### src/rtl/store_buffer_pkg.sv
`default_nettype none
// ============================================================================
//  Module   : store_buffer_pkg
//  Brief    : Shared types and constants for the store buffer slice.
//  Revision : 1.0 - initial release
// ============================================================================
package store_buffer_pkg;

  // Entry word address is sized for the widest supported byte address.
  // Narrower configurations zero-extend into it.
  localparam int SB_MAX_ADDR_WIDTH = 64;
  localparam int SB_WORD_ADDR_W    = SB_MAX_ADDR_WIDTH - 2;

  localparam logic [3:0] STRB_WORD = 4'b1111;
  localparam logic [3:0] STRB_NONE = 4'b0000;

  typedef struct packed {
    logic [SB_WORD_ADDR_W-1:0] wordAddr;
    logic [31:0]               data;
    logic [3:0]                strobe;
  } storeEntry_t;

  // Move a low-justified byte/half/word into its byte lanes.
  function automatic logic [31:0] align_store_data(input logic [31:0] data,
                                                   input logic [1:0]  byteOff);
    return data << {byteOff, 3'b000};
  endfunction

endpackage
`default_nettype wire

### src/rtl/store_buffer_fwd_lane_select.sv
`default_nettype none
// ============================================================================
//  Module   : fwd_lane_select
//  Brief    : Per-byte-lane priority select over the buffer entries; the
//             youngest hitting entry wins. No hit yields zero data.
//  Revision : 1.0 - initial release
// ============================================================================
module fwd_lane_select #(
  parameter int DEPTH = 4,
  parameter int IDX_W = 2
) (
  input  logic [IDX_W-1:0]      headIdx_i,
  input  logic [DEPTH-1:0]      hit_i,
  input  logic [DEPTH-1:0][7:0] laneData_i,
  output logic                  hit_o,
  output logic [7:0]            data_o
);

  logic [IDX_W-1:0] idx;

  // Walk entries oldest to youngest starting at the head; the last hit seen
  // is the youngest, so it overrides any older one.
  always_comb begin
    hit_o  = 1'b0;
    data_o = 8'h00;
    idx    = headIdx_i;
    for (int k = 0; k < DEPTH; k++) begin
      idx = headIdx_i + IDX_W'(k);
      if (hit_i[idx]) begin
        hit_o  = 1'b1;
        data_o = laneData_i[idx];
      end
    end
  end

endmodule
`default_nettype wire

### src/rtl/store_buffer.sv
`default_nettype none
// ============================================================================
//  Module   : store_buffer
//  Brief    : Store FIFO between strobe generation and the data-memory write
//             port, with same-word byte forwarding to loads.
//  Revision : 1.0 - initial release
// ============================================================================
module store_buffer
  import store_buffer_pkg::*;
#(
  parameter int DEPTH      = 4,
  parameter int ADDR_WIDTH = 32
) (
  input  logic                  clk,
  input  logic                  resetN,
  input  logic                  storeValid,
  output logic                  storeReady,
  input  logic [ADDR_WIDTH-1:0] storeAddress,
  input  logic [31:0]           storeData,
  input  logic [3:0]            writeStrobe,
  output logic                  memValid,
  input  logic                  memReady,
  output logic [ADDR_WIDTH-1:0] memAddress,
  output logic [31:0]           memWriteData,
  output logic [3:0]            memWriteStrobe,
  input  logic [ADDR_WIDTH-1:0] loadAddress,
  output logic [3:0]            fwdMask,
  output logic [31:0]           fwdData,
  output logic                  bufferEmpty
);

  localparam int IDX_W = $clog2(DEPTH);
  localparam int PTR_W = IDX_W + 1;

  storeEntry_t      entry_q [DEPTH];
  logic [DEPTH-1:0] valid_q, valid_d;
  logic [PTR_W-1:0] headPtr_q, headPtr_d;
  logic [PTR_W-1:0] tailPtr_q, tailPtr_d;

  logic [IDX_W-1:0] headIdx, tailIdx;
  logic             empty, full, push, pop;
  storeEntry_t      headEntry, newEntry;

  logic [SB_WORD_ADDR_W-1:0] loadWord;
  logic [DEPTH-1:0]          match;

  // Byte offset of a load is irrelevant: forwarding is per word, per lane.
  logic w_unused_load_lsb;
  assign w_unused_load_lsb = ^loadAddress[1:0];

  assign headIdx = headPtr_q[IDX_W-1:0];
  assign tailIdx = tailPtr_q[IDX_W-1:0];
  assign empty   = (headPtr_q == tailPtr_q);
  assign full    = (headIdx == tailIdx) && (headPtr_q[IDX_W] != tailPtr_q[IDX_W]);

  assign storeReady  = !full;
  assign memValid    = !empty;
  assign bufferEmpty = empty;

  // A zero-strobe store handshakes normally but never occupies an entry.
  assign push = storeValid && !full && (writeStrobe != STRB_NONE);
  assign pop  = !empty && memReady;

  assign newEntry.wordAddr = SB_WORD_ADDR_W'(storeAddress[ADDR_WIDTH-1:2]);
  assign newEntry.data     = align_store_data(storeData, storeAddress[1:0]);
  assign newEntry.strobe   = writeStrobe;

  // Head fields are masked while empty so stale storage never leaks out.
  assign headEntry      = entry_q[headIdx];
  assign memAddress     = empty ? '0 : {headEntry.wordAddr[ADDR_WIDTH-3:0], 2'b00};
  assign memWriteData   = empty ? '0 : headEntry.data;
  assign memWriteStrobe = empty ? '0 : headEntry.strobe;

  // Pointer and valid-bit next state; push and pop may both fire.
  always_comb begin
    headPtr_d = headPtr_q;
    tailPtr_d = tailPtr_q;
    valid_d   = valid_q;
    if (pop) begin
      valid_d[headIdx] = 1'b0;
      headPtr_d        = headPtr_q + PTR_W'(1);
    end
    if (push) begin
      valid_d[tailIdx] = 1'b1;
      tailPtr_d        = tailPtr_q + PTR_W'(1);
    end
  end

  // FIFO control state; reset discards every queued entry.
  always_ff @(posedge clk or negedge resetN) begin
    if (!resetN) begin
      headPtr_q <= '0;
      tailPtr_q <= '0;
      valid_q   <= '0;
    end else begin
      headPtr_q <= headPtr_d;
      tailPtr_q <= tailPtr_d;
      valid_q   <= valid_d;
    end
  end

  // Entry storage, written at the tail on an accepted push.
  always_ff @(posedge clk or negedge resetN) begin
    if (!resetN) begin
      for (int i = 0; i < DEPTH; i++) begin
        entry_q[i] <= '0;
      end
    end else if (push) begin
      entry_q[tailIdx] <= newEntry;
    end
  end

  // ---------------------------------------------------------------- forwarding
  assign loadWord = SB_WORD_ADDR_W'(loadAddress[ADDR_WIDTH-1:2]);

  for (genvar i = 0; i < DEPTH; i++) begin : g_match
    assign match[i] = valid_q[i] && (entry_q[i].wordAddr == loadWord);
  end

  for (genvar l = 0; l < 4; l++) begin : g_lane
    logic [DEPTH-1:0]      laneHit;
    logic [DEPTH-1:0][7:0] laneData;

    for (genvar e = 0; e < DEPTH; e++) begin : g_ent
      assign laneHit[e]  = match[e] && entry_q[e].strobe[l];
      assign laneData[e] = entry_q[e].data[8*l +: 8];
    end

    fwd_lane_select #(
      .DEPTH (DEPTH),
      .IDX_W (IDX_W)
    ) u_sel (
      .headIdx_i  (headIdx),
      .hit_i      (laneHit),
      .laneData_i (laneData),
      .hit_o      (fwdMask[l]),
      .data_o     (fwdData[8*l +: 8])
    );
  end

endmodule
`default_nettype wire

### config.mk
export PLATFORM = sky130hd
export DESIGN_NAME = store_buffer
export DESIGN_NICKNAME = d
export VERILOG_FILES = /design/src/rtl/store_buffer_pkg.sv /design/src/rtl/store_buffer_fwd_lane_select.sv /design/src/rtl/store_buffer.sv
export SDC_FILE = /design/constraint.sdc
export NUM_CORES = 1
export LEC_CHECK = 0
export CAP_MARGIN = 0
export CORE_ASPECT_RATIO = 1.75
export CORE_MARGIN = 4
export CORE_UTILIZATION = 55
export CTS_CLUSTER_SIZE = 40
export DETAILED_ROUTE_END_ITERATION = 16
export HOLD_SLACK_MARGIN = 0.03
export PLACE_DENSITY = 0.76
export SKIP_CTS_REPAIR_TIMING = 1
export SYNTH_ARGS = -nofsm -noshare
export SYNTH_HDL_FRONTEND = slang
export SYNTH_SLANG_ARGS = --single-unit
### constraint.sdc
create_clock -name clk -period 8.63 [get_ports clk]
set_input_delay 2.1575 -clock clk [delete_from_list [all_inputs] [get_ports clk]]
set_output_delay 2.1575 -clock clk [all_outputs]
set_load 0.05 [all_outputs]
==> flow_summary.json <==
{
  "die-width_um": 144,
  "numCtsBuffers": 27,
  "die_h_um": 245,
  "hold_violations": 0,
  "worstPathArrival_ns": 5.97,
  "cts_max_path_buffers": 3,
  "gp_congestion": 0.892,
  "finClkSkew_ns": 0.0229,
  "drive_above_1_share_pct": 24.2,
  "floorplan.initialDensity_pct": 55.9,
  "gr-usage-all-layers_pct": 30.4,
  "synth_cells": 1654,
  "ant_nets": 0,
  "wl_per_cell_um": 24.3,
  "drt-total-wl_mm": 53.3,
  "period_share_pct": 94.2,
  "viasPerCell": 6.50,
  "cp.required_ns": 6.47,
  "rsz0062_at_grt": "false",
  "first_pass_iters": 5,
  "die_area_mm2": 0.0352,
  "synth_top_cell_area_share_pct": 38.8,
  "start_kind": "primary input",
  "drtIter0Drc": 826,
  "maxSlewViolCount": 0,
  "timing.slew.headroom_pct": 21.6,
  "overflow": 0,
  "synth_area_mm2": 0.0177,
  "ys.flop_type": "dfrtp_1",
  "portBuffers": 206,
  "antenna_found_initial": 1,
  "fp-row-count": 86,
  "synth-seq-area-share_pct": 38.8,
  "min_path_type": "flop to flop",
  "worst_pin_slew_ns": 1.18,
  "diodes": 0,
  "htree_levels": 1,
  "ys_types": 61,
  "synthTopCellsByArea": "dfrtp_1, mux4_2, mux2_2, xnor2_1, o21ai_0",
  "critPathKind": "primary input to primary output",
  "drv_cap": 0,
  "cp-end-kind": "primary output",
  "cts.sinks": 274,
  "yosys_warnings": 0,
  "setup_viol": 0,
  "min_period_ns": 8.13,
  "areaGrowthSynthToFinish_pct": 17.6,
  "synth-async-reset-ratio_pct": 100,
  "grt_max_degree": 196,
  "critPathMaxFanout": 12,
  "cts_tree": "built",
  "yosys.area.top_type": "dfrtp_1",
  "clk_latency_ns": 0.56,
  "grt_pass1_wl_mm": 83.4,
  "core_area_mm2": 0.0316,
  "synth_common_cells": "dfrtp_1, nand2_1, mux2_2, o21ai_0, xnor2_1",
  "drcViolationCount": 0,
  "clk_pin_slew_ns": 0.06,
  "tns_ns": 0,
  "final_nets": 1889,
  "yosysMostFrequentCell": "dfrtp_1",
  "grt_pass1_vias": 14600,
  "synth_enable_flop_cells": 0,
  "synth-seq-cells": 274,
  "ioPinCount": 211,
  "status": "finished clean",
  "cts-root-buf": "clkbuf_16",
  "hpwl_mm": 37.0,
  "num_vias": 14200,
  "fmax_mhz": 123,
  "syn_avg_cell_area_um2": 10.7
}
registers in the layout (all words and copies together), names as in the netlist:
| register | cells |
|---|---|
| entry_q | 264 |
| tailPtr_q | 3 |
| headPtr_q | 3 |
| valid_q | 4 |
final timing paths:
| check | startpoint | endpoint | slack, ns | cells after the start |
|---|---|---|---|---|
| hold reg to reg | valid_q[0]$_DFF_PN0_ | valid_q[0]$_DFF_PN0_ | 0.49 | 2 |
| setup reg to reg | headPtr_q[0]$_DFFE_PN0P_ | entry_q[330]$_DFFE_PN0P_ | 4.73 | 6 |
| min in group asynchronous | resetN | entry_q[156]$_DFFE_PN0P_ | 1.55 | 1 |
| max in group asynchronous | resetN | headPtr_q[1]$_DFFE_PN0P_ | 5.50 | 2 |
| hold / removal | valid_q[0]$_DFF_PN0_ | valid_q[0]$_DFF_PN0_ | 0.49 | 2 |
| setup / recovery | loadAddress[21] | fwdData[31] | 0.50 | 10 |
cells in the final DEF, fill, tap and decap left out, drive strengths merged, types with 3 or more instances in the layout:
cell / synthesis / final
a21oi: 43 / 43
a221o: 12 / 12
a221oi: 4 / 4
a22oi: 10 / 10
a31oi: 3 / 3
a41oi: 5 / 5
and2: 38 / 38
and3: 3 / 3
buf: 49 / 52
clkbuf: 83 / 41
clkdlybuf4s50: 0 / 173
clkinv: 0 / 4
dfrtp: 274 / 274
ha: 8 / 8
inv: 10 / 12
mux2: 176 / 176
mux2i: 48 / 48
mux4: 97 / 97
nand2: 207 / 207
nand3: 57 / 57
nand4: 33 / 33
nor2: 80 / 80
nor4: 10 / 10
o211a: 5 / 5
o211ai: 39 / 39
o21ai: 162 / 162
o221a: 27 / 27
o221ai: 9 / 9
o22ai: 3 / 3
or2: 14 / 14
xnor2: 108 / 108
xor2: 18 / 18
per-stage QoR:
| stage | worst slack (ns) | area [um^2] | util, % | hold slack, ns | std cells |
|---|---|---|---|---|---|
| after CTS | 0.623 | 20800 | 65.7 | 0.479 | 2191 |
| after detailed placement | 0.625 | 20000 | 63.2 | 0.460 | 2144 |
| after floorplan | 1.68 | 17700 | - | 0.438 | 1655 |
| final | 0.502 | 20800 | 65.7 | 0.485 | 2191 |
| after global placement | 0.694 | 20000 | 63.2 | 0.451 | 2144 |
| after global routing | 0.389 | 20800 | 65.7 | 0.518 | 2191 |
layer usage:
metal | share of wire, % | track usage [%] | wire length, um | vias to the layer above
li1 | - | - | - | 6343
met1 | 35 | 35.0 | 18700 | 7141
met2 | 53 | 53.6 | 28100 | 618
met3 | 6.0 | 4.25 | 3200 | 145
met4 | 6.3 | 16.6 | 3360 | 2
met5 | 0.024 | 0 | 13 | -
final cells by class:
class                      count  area [um^2]
tap                          396          495
multi-input combinational   1239        10300
timing repair buffer         225         2300
clock buffer                  41          778
clock inverter                 6         37.5
inverter                      10         37.5
sequential                   274         6860
fill                        2502        10800
cells by family (layout without fill, tap and decap cells):
| kind of cell | Yosys count | in the layout | share of synthesized area (%) |
|---|---|---|---|
| buffers and inverters | 142 | 282 | 3.38 |
| AND/OR/NAND/NOR | 451 | 451 | 12.3 |
| adder cells (fa/ha/maj) | 8 | 8 | 0.566 |
| other | 1 | 2 | 0.0212 |
| flip-flops | 274 | 274 | 38.8 |
| AO/OA/AOI/OAI | 331 | 331 | 12.4 |
| XOR/XNOR | 126 | 126 | 6.24 |
| multiplexers | 321 | 321 | 26.3 |
critical path, stage by stage:
cell	delay, ns
clkdlybuf4s50_1	0.52
xnor2_1	0.38
nand4_1	0.25
nor4_4	0.61
and3_1	0.60
a221o_1	0.57
nand3_1	0.12
and2_1	0.20
a211oi_2	0.36
buf_12	0.19
Power is left out: the tool's default activity adds up to more than one toggle a clock period on the data nets, which glitch-free logic cannot reach.
==> RTL change, RTL diff (same flow settings) <==
Make the reset (`resetN`) synchronous in 2 clocked blocks.
--- a/src/rtl/store_buffer.sv
+++ b/src/rtl/store_buffer.sv
@@ -88,5 +88,5 @@
 
   // FIFO control state; reset discards every queued entry.
-  always_ff @(posedge clk or negedge resetN) begin
+  always_ff @(posedge clk) begin
     if (!resetN) begin
       headPtr_q <= '0;
@@ -101,5 +101,5 @@
 
   // Entry storage, written at the tail on an accepted push.
-  always_ff @(posedge clk or negedge resetN) begin
+  always_ff @(posedge clk) begin
     if (!resetN) begin
       for (int i = 0; i < DEPTH; i++) begin
Formal check against the unedited RTL: differs if resetN is asserted again (counterexample within 4 cycles, from zero or initial values and one cycle with resetN low); with resetN held inactive, the same outputs for 4 cycles.
==> RTL change against the original RTL <==
Sequential cell count grew 2; routed wire length grew 9.1%; final area grew 5.5%; largest cell class unchanged; synthesized area grew 4.0%; first-iteration DRC count grew 39%; worst setup slack lost 0.085 ns; register-to-register slack lost 0.64 ns; synthesized cell count shrank 2.5%; critical endpoint is now fwdData[23]; maximum frequency shrank 1.0%; highest routed layer is now met4.
==> RTL change: results (changes against the original RTL) <==
Outcome
  – Outcome: finished, final reports clean (unchanged)

Drt
  – Post-Route WL: 58,200 um (was 53,300 um)
  – DR iter-0 viols: 1,152 (was 826)
  – TritonRoute pass-1 iters: 6 (was 5)
  – Number of vias per cell: 6.55 (was 6.50)

Global routing
  – First-pass GRT wire length: 87,400 um (was 83,400 um)
  – Largest net degree at the start of global routing: 78 (was 196)
  – Total global routing track utilization: 0.310 (was 0.304)
  – Initial antenna violation count: 2 (was 1)
  – Vias in the first global route: 14.8k (was 14.6k)

Timing
  – Skew final: 0.0212 ns (was 0.0229 ns)
  – Worst Tran Pin Value: 1.11 ns (was 1.18 ns)

Synthesis
  – Fraction of registers with async set/reset: 0 (was 1.00)
  – Most used DFF post-synth: edfxtp_1 (was dfrtp_1)
  – Synth area leaders: edfxtp_1 43%, mux4_2 8.1%, and2_1 6.2% (was dfrtp_1 39%, mux4_2 12%, mux2_2 11%)
  – Synth top cells by count: 264 x edfxtp_1, 182 x and2_1, 135 x nor2_1 (was 274 x dfrtp_1, 204 x nand2_1, 176 x mux2_2)
  – Netlist cell types: 49 (was 61)
  – Seq/Total Area, Yosys: 0.444 (was 0.388)
  – Post-synth EDFFs: 264 (was 0)

Clocking
  – Clk Latency, worst-skew pair: 0.56 ns (about the same)
  – CTS max path bufs: 3 (unchanged)
  – CTS H-tree lvls: 1 (unchanged)
  – Num CTS Buffers: 26 (was 27)
  – Clock Pin Slew Worst Setup and Hold Paths: roughly 0.07 ns
  – Cell chosen for the clock root: clkbuf_16 (unchanged)

Placement
  – Detailed Place HPWL: 39,400 um (was 37,000 um)
  – Buffers on Ports: 206 (unchanged)
  – Final GP Congestion: 0.982 (was 0.892)

Critical path
  – CP max-delay cell: or4_4 (was nor4_4)
  – Largest stage delay, worst path: 0.53 ns (was 0.61 ns)
  – Worst-path maximum fanout: 10 (was 12)
  – Critical path arrival: 6.06 ns (was 5.97 ns)
  – Critical path class: in -> out (unchanged)

Layout
  – FILL cells: 2,521 (was 2,502)
  – Layout cells sized above 1: 0.185 (was 0.242)

Power
  – Max VDD drop: 0.195 mV
## RTL change: cell count changes after synthesis, sizes merged, moves of 48 or more
cell    before  now
dfrtp      274    0
edfxtp       0  264
and2        38  182
o21ai      162   40
nand2      207   95
mux2       176   80
nor3         2   70
and3         3   59
nor2        80  135
xor2        18   69
xnor2      108   58
nand3       57    9
## RTL change: stage by stage
| step | cell area, um^2 | setup slack [ns] | total power, W | std cells | util |
|---|---|---|---|---|---|
| 6_report | 21900 | 0.417 | 0.00455 | 2203 | 0.664 |
| 5_1_grt | 21900 | 0.316 | 0.00470 | 2203 | 0.664 |
| 4_1_cts | 21900 | 0.425 | 0.00455 | 2201 | 0.664 |
| 3_5_place_dp | 21000 | 0.432 | 0.00333 | 2154 | 0.636 |
| 3_3_place_gp | 21000 | 0.477 | 0.00330 | 2154 | 0.636 |
| 2_1_floorplan | 18400 | 1.63 | 0.00281 | 1614 | - |
## RTL change: worst reg2reg max path, stage by stage (launching register included)
cell and delay, ns:
dfxtp_2 0.71, xor2_1 0.24, or3_1 0.19, and3_1 0.17
buf_4 0.44, and2_1 0.32, nand3_2 0.63, nand2_2 0.52
buf_4 0.85
## RTL change: cell type report
class	instances	area share
antenna	2	0.000228
clock buffer	30	0.0313
clock inverter	17	0.0102
inverter	18	0.00308
multi-input combinational	1194	0.441
sequential	276	0.373
tap	405	0.0231
timing repair buffer	261	0.118
## RTL change: worst paths after layout
path | from | end | slack [ns] | cells past startpoint
worst max-delay path | loadAddress[24] | fwdData[23] | 0.42 | 11
worst min-delay path | valid_q[3] | valid_q[3] | 0.53 | 2
worst max register to register | headPtr_q[1] | entry_q[0][63] | 4.09 | 8
worst min register to register | valid_q[3] | valid_q[3] | 0.53 | 2
## RTL change: logic make-up (layout without fill, tap and decap cells)
family | Yosys count | after routing | share of synthesized area
AND/OR/NAND/NOR | 617 | 617 | 0.176
flip-flops | 276 | 276 | 0.444
multiplexers | 231 | 231 | 0.183
AO/OA/AOI/OAI | 209 | 209 | 0.0971
buffers and inverters | 144 | 326 | 0.0337
XOR/XNOR | 127 | 127 | 0.0605
adder cells (fa/ha/maj) | 8 | 8 | 0.00544
other | 1 | 4 | 0.000204
## RTL change: per-layer routing
layer  vias up  part of all wire  track usage
li1       6396                 -            -
met1      7099              0.34        0.341
met2       742              0.52        0.565
met3       183             0.064       0.0336
met4         0             0.075        0.199
met5         -                 0            0
## RTL change: report_power, final
part           switching (W)  internal, W
clock               0.000521     0.000721
combinational       0.000995     0.000635
sequential          0.000114      0.00156
total                0.00163      0.00292
